===== src/rtl/uart_transmit.sv =====
// uart_transmit: byte-serialising UART transmitter (start, 8 data LSB first, stop).
// Bytes arrive over a valid/ready handshake into a small buffer and are framed onto txd.
// Build option: define UART_TX_FIFO_EN for a FIFO_DEPTH-entry circular FIFO buffer;
// otherwise a single holding register is used and FIFO_DEPTH is ignored.
// tx_level is 3 bits wide, so FIFO_DEPTH is limited to 2 or 4.
module uart_transmit #(
    parameter int CLKS_PER_BIT = 1,
    parameter int STOP_BITS    = 1,
    parameter int FIFO_DEPTH   = 4
) (
    input  logic       clk,
    input  logic       rst,
    input  logic [7:0] data_in,
    input  logic       data_valid,
    output logic       data_ready,
    output logic       txd,
    output logic       busy,
    output logic [2:0] tx_level
);

    localparam int BW = (CLKS_PER_BIT > 1) ? $clog2(CLKS_PER_BIT) : 1;
    localparam logic [BW-1:0] BAUD_MAX = BW'(CLKS_PER_BIT - 1);
    localparam logic          STOP_MAX = 1'(STOP_BITS - 1);

    typedef enum logic [1:0] {IDLE, START, DATA, STOP} state_t;

    logic       w_push;
    logic       w_pop;
    logic       w_full;
    logic       w_empty;
    logic [7:0] w_head;

    // Push is refused whenever full, even if a pop happens on the same edge.
    assign w_push     = data_valid && data_ready;
    assign data_ready = !w_full && !rst;

`ifdef UART_TX_FIFO_EN
    localparam int AW = $clog2(FIFO_DEPTH);

    logic [7:0]  r_mem [FIFO_DEPTH];
    logic [AW-1:0] r_wptr;
    logic [AW-1:0] r_rptr;
    logic [AW:0]   r_count;

    assign w_full   = (r_count == (AW+1)'(FIFO_DEPTH));
    assign w_empty  = (r_count == '0);
    assign w_head   = r_mem[r_rptr];
    assign tx_level = 3'(r_count);

    // FIFO storage; contents need no reset since the count gates every read.
    always_ff @(posedge clk) begin
        if (w_push) r_mem[r_wptr] <= data_in;
    end

    // Pointers and occupancy; simultaneous push/pop leaves the count unchanged.
    always_ff @(posedge clk) begin
        if (rst) begin
            r_wptr  <= '0;
            r_rptr  <= '0;
            r_count <= '0;
        end else begin
            if (w_push) r_wptr <= r_wptr + 1'b1;
            if (w_pop)  r_rptr <= r_rptr + 1'b1;
            case ({w_push, w_pop})
                2'b10:   r_count <= r_count + 1'b1;
                2'b01:   r_count <= r_count - 1'b1;
                default: r_count <= r_count;
            endcase
        end
    end
`else
    logic [7:0]  r_hold;
    logic        r_hold_vld;
    logic [31:0] w_unused_depth;

    assign w_unused_depth = FIFO_DEPTH;
    assign w_full   = r_hold_vld;
    assign w_empty  = !r_hold_vld;
    assign w_head   = r_hold;
    assign tx_level = {2'b00, r_hold_vld};

    // Single holding register: push only when empty, pop only when occupied,
    // so the two can never coincide.
    always_ff @(posedge clk) begin
        if (rst) begin
            r_hold     <= '0;
            r_hold_vld <= 1'b0;
        end else if (w_push) begin
            r_hold     <= data_in;
            r_hold_vld <= 1'b1;
        end else if (w_pop) begin
            r_hold_vld <= 1'b0;
        end
    end
`endif

    state_t        r_state, w_nxt_state;
    logic [BW-1:0] r_baud,  w_nxt_baud;
    logic [2:0]    r_bit,   w_nxt_bit;
    logic          r_stop,  w_nxt_stop;
    logic [7:0]    r_shift, w_nxt_shift;
    logic          r_txd,   w_nxt_txd;
    logic          w_baud_done;
    logic          w_last_stop;

    assign w_baud_done = (r_baud == BAUD_MAX);
    assign w_last_stop = (r_state == STOP) && w_baud_done && (r_stop == STOP_MAX);
    // Pop from idle, or straight from the final stop cycle for gapless frames.
    assign w_pop       = !w_empty && ((r_state == IDLE) || w_last_stop);

    assign txd  = r_txd;
    assign busy = (r_state != IDLE) || (tx_level != 3'd0);

    // Frame state register; reset aborts any frame and returns the line high.
    always_ff @(posedge clk) begin
        if (rst) begin
            r_state <= IDLE;
            r_baud  <= '0;
            r_bit   <= '0;
            r_stop  <= 1'b0;
            r_shift <= '0;
            r_txd   <= 1'b1;
        end else begin
            r_state <= w_nxt_state;
            r_baud  <= w_nxt_baud;
            r_bit   <= w_nxt_bit;
            r_stop  <= w_nxt_stop;
            r_shift <= w_nxt_shift;
            r_txd   <= w_nxt_txd;
        end
    end

    // Next-state and next-line logic; txd is registered so it changes with the state.
    always_comb begin
        w_nxt_state = r_state;
        w_nxt_baud  = w_baud_done ? '0 : BW'(r_baud + 1'b1);
        w_nxt_bit   = r_bit;
        w_nxt_stop  = r_stop;
        w_nxt_shift = r_shift;
        w_nxt_txd   = r_txd;
        case (r_state)
            IDLE: begin
                w_nxt_baud = '0;
                w_nxt_txd  = 1'b1;
                if (w_pop) begin
                    w_nxt_state = START;
                    w_nxt_shift = w_head;
                    w_nxt_txd   = 1'b0;
                end
            end
            START: begin
                if (w_baud_done) begin
                    w_nxt_state = DATA;
                    w_nxt_bit   = 3'd0;
                    w_nxt_txd   = r_shift[0];
                end
            end
            DATA: begin
                if (w_baud_done) begin
                    if (r_bit == 3'd7) begin
                        w_nxt_state = STOP;
                        w_nxt_stop  = 1'b0;
                        w_nxt_txd   = 1'b1;
                    end else begin
                        w_nxt_shift = {1'b0, r_shift[7:1]};
                        w_nxt_txd   = r_shift[1];
                        w_nxt_bit   = r_bit + 3'd1;
                    end
                end
            end
            STOP: begin
                if (w_baud_done) begin
                    if (r_stop == STOP_MAX) begin
                        if (w_pop) begin
                            w_nxt_state = START;
                            w_nxt_shift = w_head;
                            w_nxt_txd   = 1'b0;
                        end else begin
                            w_nxt_state = IDLE;
                            w_nxt_txd   = 1'b1;
                        end
                    end else begin
                        w_nxt_stop = r_stop + 1'b1;
                    end
                end
            end
            default: begin
                w_nxt_state = IDLE;
                w_nxt_txd   = 1'b1;
            end
        endcase
    end

endmodule


===== config.mk =====
export PLATFORM = sky130hd
export DESIGN_NAME = uart_transmit
export DESIGN_NICKNAME = d
export VERILOG_FILES = /design/src/rtl/uart_transmit.sv
export SDC_FILE = /design/constraint.sdc
export NUM_CORES = 1
export LEC_CHECK = 0
export CAP_MARGIN = 20
export CELL_PAD_IN_SITES_DETAIL_PLACEMENT = 1
export CELL_PAD_IN_SITES_GLOBAL_PLACEMENT = 1
export CORE_ASPECT_RATIO = 1.1
export CORE_UTILIZATION = 25
export CTS_CLUSTER_DIAMETER = 60
export CTS_CLUSTER_SIZE = 25
export DETAILED_ROUTE_END_ITERATION = 10
export MAX_ROUTING_LAYER = met4
export PLACE_DENSITY = 0.51
export SETUP_SLACK_MARGIN = 0.4
export SLEW_MARGIN = 10
export SYNTH_ARGS = -nofsm -noshare
export SYNTH_HDL_FRONTEND = slang
export SYNTH_SLANG_ARGS = --single-unit
export TNS_END_PERCENT = 50

===== constraint.sdc =====
create_clock -name clk -period 2.2 [get_ports clk]
set_input_delay 0.44 -clock clk [delete_from_list [all_inputs] [get_ports clk]]
set_output_delay 0.44 -clock clk [all_outputs]
set_load 0.005 [all_outputs]

# [After elaboration in Yosys (flattened, before gate mapping)]
# Index checks and enable logic that the tools add are counted.
[classes] n_addsub=3 eq_ne=11 n_mux=32 bitwise_logic=2 reduce_logical=21
[op_table] cell="2-to-1 mux 8 bit" n=5
[op_table] cell="case mux 8 bit (3 select lines)" n=1
[op_table] cell="inequality test 2 bit, second input constant" n=7
[op_table] cell="2-to-1 mux 1 bit" n=13
[op_table] cell="2-to-1 mux 2 bit" n=6
[op_table] cell="AND reduction 4 bit" n=3
[op_table] cell="2-to-1 mux 3 bit" n=3
[op_table] cell="case mux 2 bit (4 select lines)" n=1
[op_table] cell="nonzero test 2 bit" n=4
[op_table] cell="case mux 3 bit (2 select lines)" n=1
[op_table] cell="AND reduction 6 bit" n=1
[op_table] cell="logical AND 1 bit" n=5
[op_table] cell="AND reduction 5 bit" n=1
[op_table] cell="== test 2 bit, second input constant" n=2
[op_table] cell="case mux 1 bit (4 select lines)" n=1
[op_table] cell="adder 3 x 1 -> 3 bit, second input constant" n=1
[op_table] cell="== test 3 bit, second input constant" n=1
[op_table] cell="nonzero test 3 bit" n=1
[op_table] cell="OR reduction 3 bit" n=1
[op_table] cell="adder 1 bit, second input constant" n=2
[op_table] cell="== test 2 x 1 -> 1 bit, second input constant" n=1
[op_table] cell="logical NOT 1 bit" n=2
[op_table] cell="logical NOT 2 bit" n=1
[op_table] cell="logical OR 1 bit" n=2
[op_table] cell="other kinds (2)" n=3
[totals] register_bits=25 in_bits=11 output_inout_bits=6 word_cells=77

# [Logic depth before layout (Yosys ltp)]
[logic_depth] depth_word=9 mapped_depth=7 ltp_nobuf=6

# [Worst setup path before layout]
# Ideal clock, no wire load.
[synth_timing] path_type="register -> register" start="reg r_state[1]" end="reg r_shift[7]" setup_ns=0.075 t_arrival_ns=1.562 required_time_ns=2.125 setup_slack_ns=0.563 path_stages_with_launch=7 path_buffers=1 synth_period_minus_slack_ns=1.637 path_cell_list="dfxtp_1 -> inv_1 -> ha_1 -> a21o_1 -> buf_6 -> or4b_1 -> a31oi_1"
[synth_between] elab_chain_len=9
[synth_lines] element="from (decl)" line_no="97" rtl="state_t r_state, w_nxt_state;"
[synth_lines] element="from (signal assigned)" line_no="124" rtl="r_state <= w_nxt_state;"
[synth_lines] element="== test 2 bit" line_no="107, 141"
[synth_lines] element="logical AND 1 bit (2 in a row)" line_no="107" rtl="assign w_last_stop = (r_state == STOP) && w_baud_done && (r_stop == STOP_MAX);"
[synth_lines] element="logical OR 1 bit" line_no="109" rtl="assign w_pop = !w_empty && ((r_state == IDLE) || w_last_stop);"
[synth_lines] element="logical AND 1 bit" line_no="109"
[synth_lines] element="2-to-1 mux 8 bit (3 in a row)"
[synth_lines] element="case mux 8 bit (3 select lines)" line_no="141" rtl="case (r_state)"
[synth_lines] element="to (signal assigned)" line_no="128" rtl="r_shift <= w_nxt_shift;"
[synth_lines] element="to (decl)" line_no="101" rtl="logic [7:0] r_shift, w_nxt_shift;"
# Several ways; a longest one is shown, not always the timed one. The select of a mux whose other input is x is not followed.
# A chain may end at the register's enable or synchronous reset.

# [Final worst setup path]
[layout_timing] start="reg r_state[0]" end="out busy"
[layout_between] elab_chain_len=2
[layout_lines] element="nonzero test 2 bit" line_no="112" rtl="assign busy = (r_state != IDLE) || (tx_level != 3'd0);"
[layout_lines] element="logical OR 1 bit" line_no="112"
[layout_lines] element="to (decl)" line_no="17" rtl="output logic busy,"
# Every way passes these cells.

==> impl_metrics.env <==
export IMPL_ios=17
export IMPL_clk_pin_slew_ns=0.09
export IMPL_globalplace_congestion=0.7171
export IMPL_cts_buffers=3
export IMPL_synth_top_family_by_area="compound AO/OA/AOI/OAI gates"
export IMPL_die_area_sq_um=4896
export IMPL_cts_max_level=1
export IMPL_dp_cells=200
export IMPL_synth_cell_types=32
export IMPL_grt_pass1_vias=1029
export IMPL_end_kind="output pin"
export IMPL_finClkSkew_ns=0.003057
export IMPL_cp_required_ns=1.76
export IMPL_grt_pass1_wl_um=4940
export IMPL_worstPathCellList="inv_1 > ha_2 > nand2b_1 > dlygate4sd2_1"
export IMPL_synthTopCellsByArea="dfxtp_1 (42%), ha_1 (8.7%), o221a_2 (6.8%), a21oi_1 (6.1%), nand2_1 (5.5%)"
export IMPL_vias=991
export IMPL_report_final_slew_viol_count=0
export IMPL_fin_hold_ws_ns=0.4645
export IMPL_die_w_um=66.81
export IMPL_drt_initial_drc_count=21
export IMPL_synthAdderAreaFrac=0.08667
export IMPL_synth_avg_cell_area_sq_um=8.618
export IMPL_drive_gt1_frac=0.1711
export IMPL_synthMuxAreaShare=0.01842
export IMPL_async_flop_share=0
export IMPL_crit_buf_inv=2
export IMPL_layout_cells_most_common_list="dfxtp_1 (22), nand2_1 (17), nor2_1 (14), a21oi_1 (14), clkdlybuf4s50_1 (12)"
export IMPL_critical_path_slowest_cell="dfxtp_4"
export IMPL_fin_area_sq_um=1460
export IMPL_cts_root_buffer="clkbuf_8"
export IMPL_combinationalPowerShare=0.370
export IMPL_layout_commonest_cell="dfxtp_1"
export IMPL_p_per_area_nw_per_um2=1060
export IMPL_clk_path_buf_depth=2
export IMPL_yosysSeqAreaShare=0.4160
export IMPL_power_frac_clock=0.251
export IMPL_diodes=0
export IMPL_clock_sinks=24
export IMPL_ys_ff_latch=24
export IMPL_cp_top_family="buffers and inverters"
export IMPL_power_internal_mw=1.047
export IMPL_critPathKind="reg2out"
export IMPL_portBuffers=14
export IMPL_postRouteAntennaNets=0
export IMPL_outcome="complete, no violations"
export IMPL_worst_setup_path_start_kind="flip-flop"
export IMPL_areaGrowthSynthToFinish_pct=26.44
export IMPL_hpwlAfterDp_um=2110
export IMPL_switching_share=0.3235
export IMPL_final_util=0.3334
export IMPL_worst_slack_ns=0.4032
export IMPL_power_total_mw=1.547
export IMPL_wl_um=2955
export IMPL_p_leak_nw=0.5967
export IMPL_die_height_um=73.29
export IMPL_fmax_ghz=0.5565
export IMPL_wire_per_inst_um=14.34
export IMPL_synth_compound_gate_area_share=0.2080
export IMPL_period_needed_ns=1.797
export IMPL_nets=172
export IMPL_layout_cells_non_filler=206
export IMPL_holdBufCountCts=0
export IMPL_synth_area_leader_cell="dfxtp_1"
export IMPL_cap_violations=0
export IMPL_netlist_area_sq_um=1155
export IMPL_clk_latency_ns=0.26
export IMPL_track_usage=0.1404
export IMPL_hold_class="reg2reg"
export IMPL_synthXorXnorAreaFrac=0
export IMPL_synth_edf_count=0
export IMPL_row_count=25
export IMPL_finalHoldViolations=0
export IMPL_arrival_ns=1.36
export IMPL_cts_tree="built"
export IMPL_rsz0062_at_grt="true"
export IMPL_synth_top_area_frac=0.4160
export IMPL_yosys_warnings=0
export IMPL_crit_fanout=5
export IMPL_synthCells=134
export IMPL_place_ws_ns=0.2389
export IMPL_avgViaCountPerCell=4.811
export IMPL_tns_ns=0
export IMPL_grt_max_degree=22
export IMPL_start_util=0.2637
export IMPL_slowest_delay_ns=0.37
export IMPL_place_area_sq_um=1358
export IMPL_first_pass_iters=4
export IMPL_core_sq_um=4379
export IMPL_p_seq_frac=0.379
export IMPL_drc=0
export IMPL_yosys_area_share_simple=0.2080
export IMPL_ir_drop_mv=0.3107
export IMPL_antenna_found_initial=0
export IMPL_setup_violations=0
export IMPL_grt_overflow_total=0
export IMPL_fill_cells=529
export IMPL_switchingPower_mw=0.5005
export IMPL_synth_ff_type="dfxtp_1"
export IMPL_timing_final_crit_share=0.8167
-- Yosys cell counts (3+ instances only) --
library cell and count:
nand2_1 17, o221a_2 7, nor3_1 8, o21ai_0 4, dfxtp_1 24, buf_4 3
nor2_1 14, a21oi_1 14, inv_1 3, ha_1 8, clkbuf_1 5, nand2b_1 3
-- final timing paths --
path               from    endpoint  slack, ns  cells after the start
min reg2reg   r_hold[5]   r_hold[5]       0.46                      2
max          r_state[0]        busy       0.40                      4
max reg2reg  r_state[1]  r_shift[7]       0.43                      6
min           r_hold[5]   r_hold[5]       0.46                      2
-- tightest hold or removal path, stage by stage (launching register included) --
cell	delay, ns
dfxtp_1	0.32
nand2_1	0.05
a21oi_1	0.05
-- area by class of cell --
type                            instances  area [sq um]  share of cell area
Clock buffer                            3         41.29             0.02828
Clock inverter                          1         30.03             0.02057
Inverter                                3         11.26            0.007712
Multi-Input combinational cell         99         624.3              0.4276
Sequential cell                        24         488.0              0.3342
Tap cell                               54         67.56             0.04627
Timing Repair Buffer                   22         197.7              0.1354
-- registers in the layout (all words and copies together) (netlist names) --
signal	cells
txd	1
r_state	2
r_shift	8
r_baud	1
r_hold_vld	1
r_bit	3
r_hold	8
-- cell families (layout without fill, tap and decap cells) --
family,after synthesis,in the layout
fa+ha+maj,8,8
flops,24,24
compound gates,35,35
other cells,1,3
simple gates,51,51
mux,2,2
buf+inv,13,29
-- timing repair --
action                                  in CTS  in global routing
gates resized for setup                      7                  3
setup buffers                                2                  0
pin swaps                                    1                  0
endpoints found under the hold margin        0                  0
endpoints found under the setup margin      11                 13
-- power groups by stage --
stage	Clock (mW)	Sequential, mW	Combinational (mW)
global placement	0	0.597	0.524
CTS	0.407	0.586	0.565
detailed placement	0	0.596	0.535
global route	0.423	0.600	0.639
finish	0.388	0.587	0.572
floorplan	0	0.577	0.376
-- per-layer routing --
| metal | wire length [um] | track usage | vias to the layer above |
|---|---|---|---|
| met1 | 1465 | 0.1867 | 480 |
| met5 | 0 | - | - |
| li1 | - | - | 497 |
| met4 | 29 | 0.04255 | 0 |
| met3 | 78 | 0.02484 | 2 |
| met2 | 1381 | 0.2155 | 12 |
Note: power is estimated with default switching activity, not from simulation.
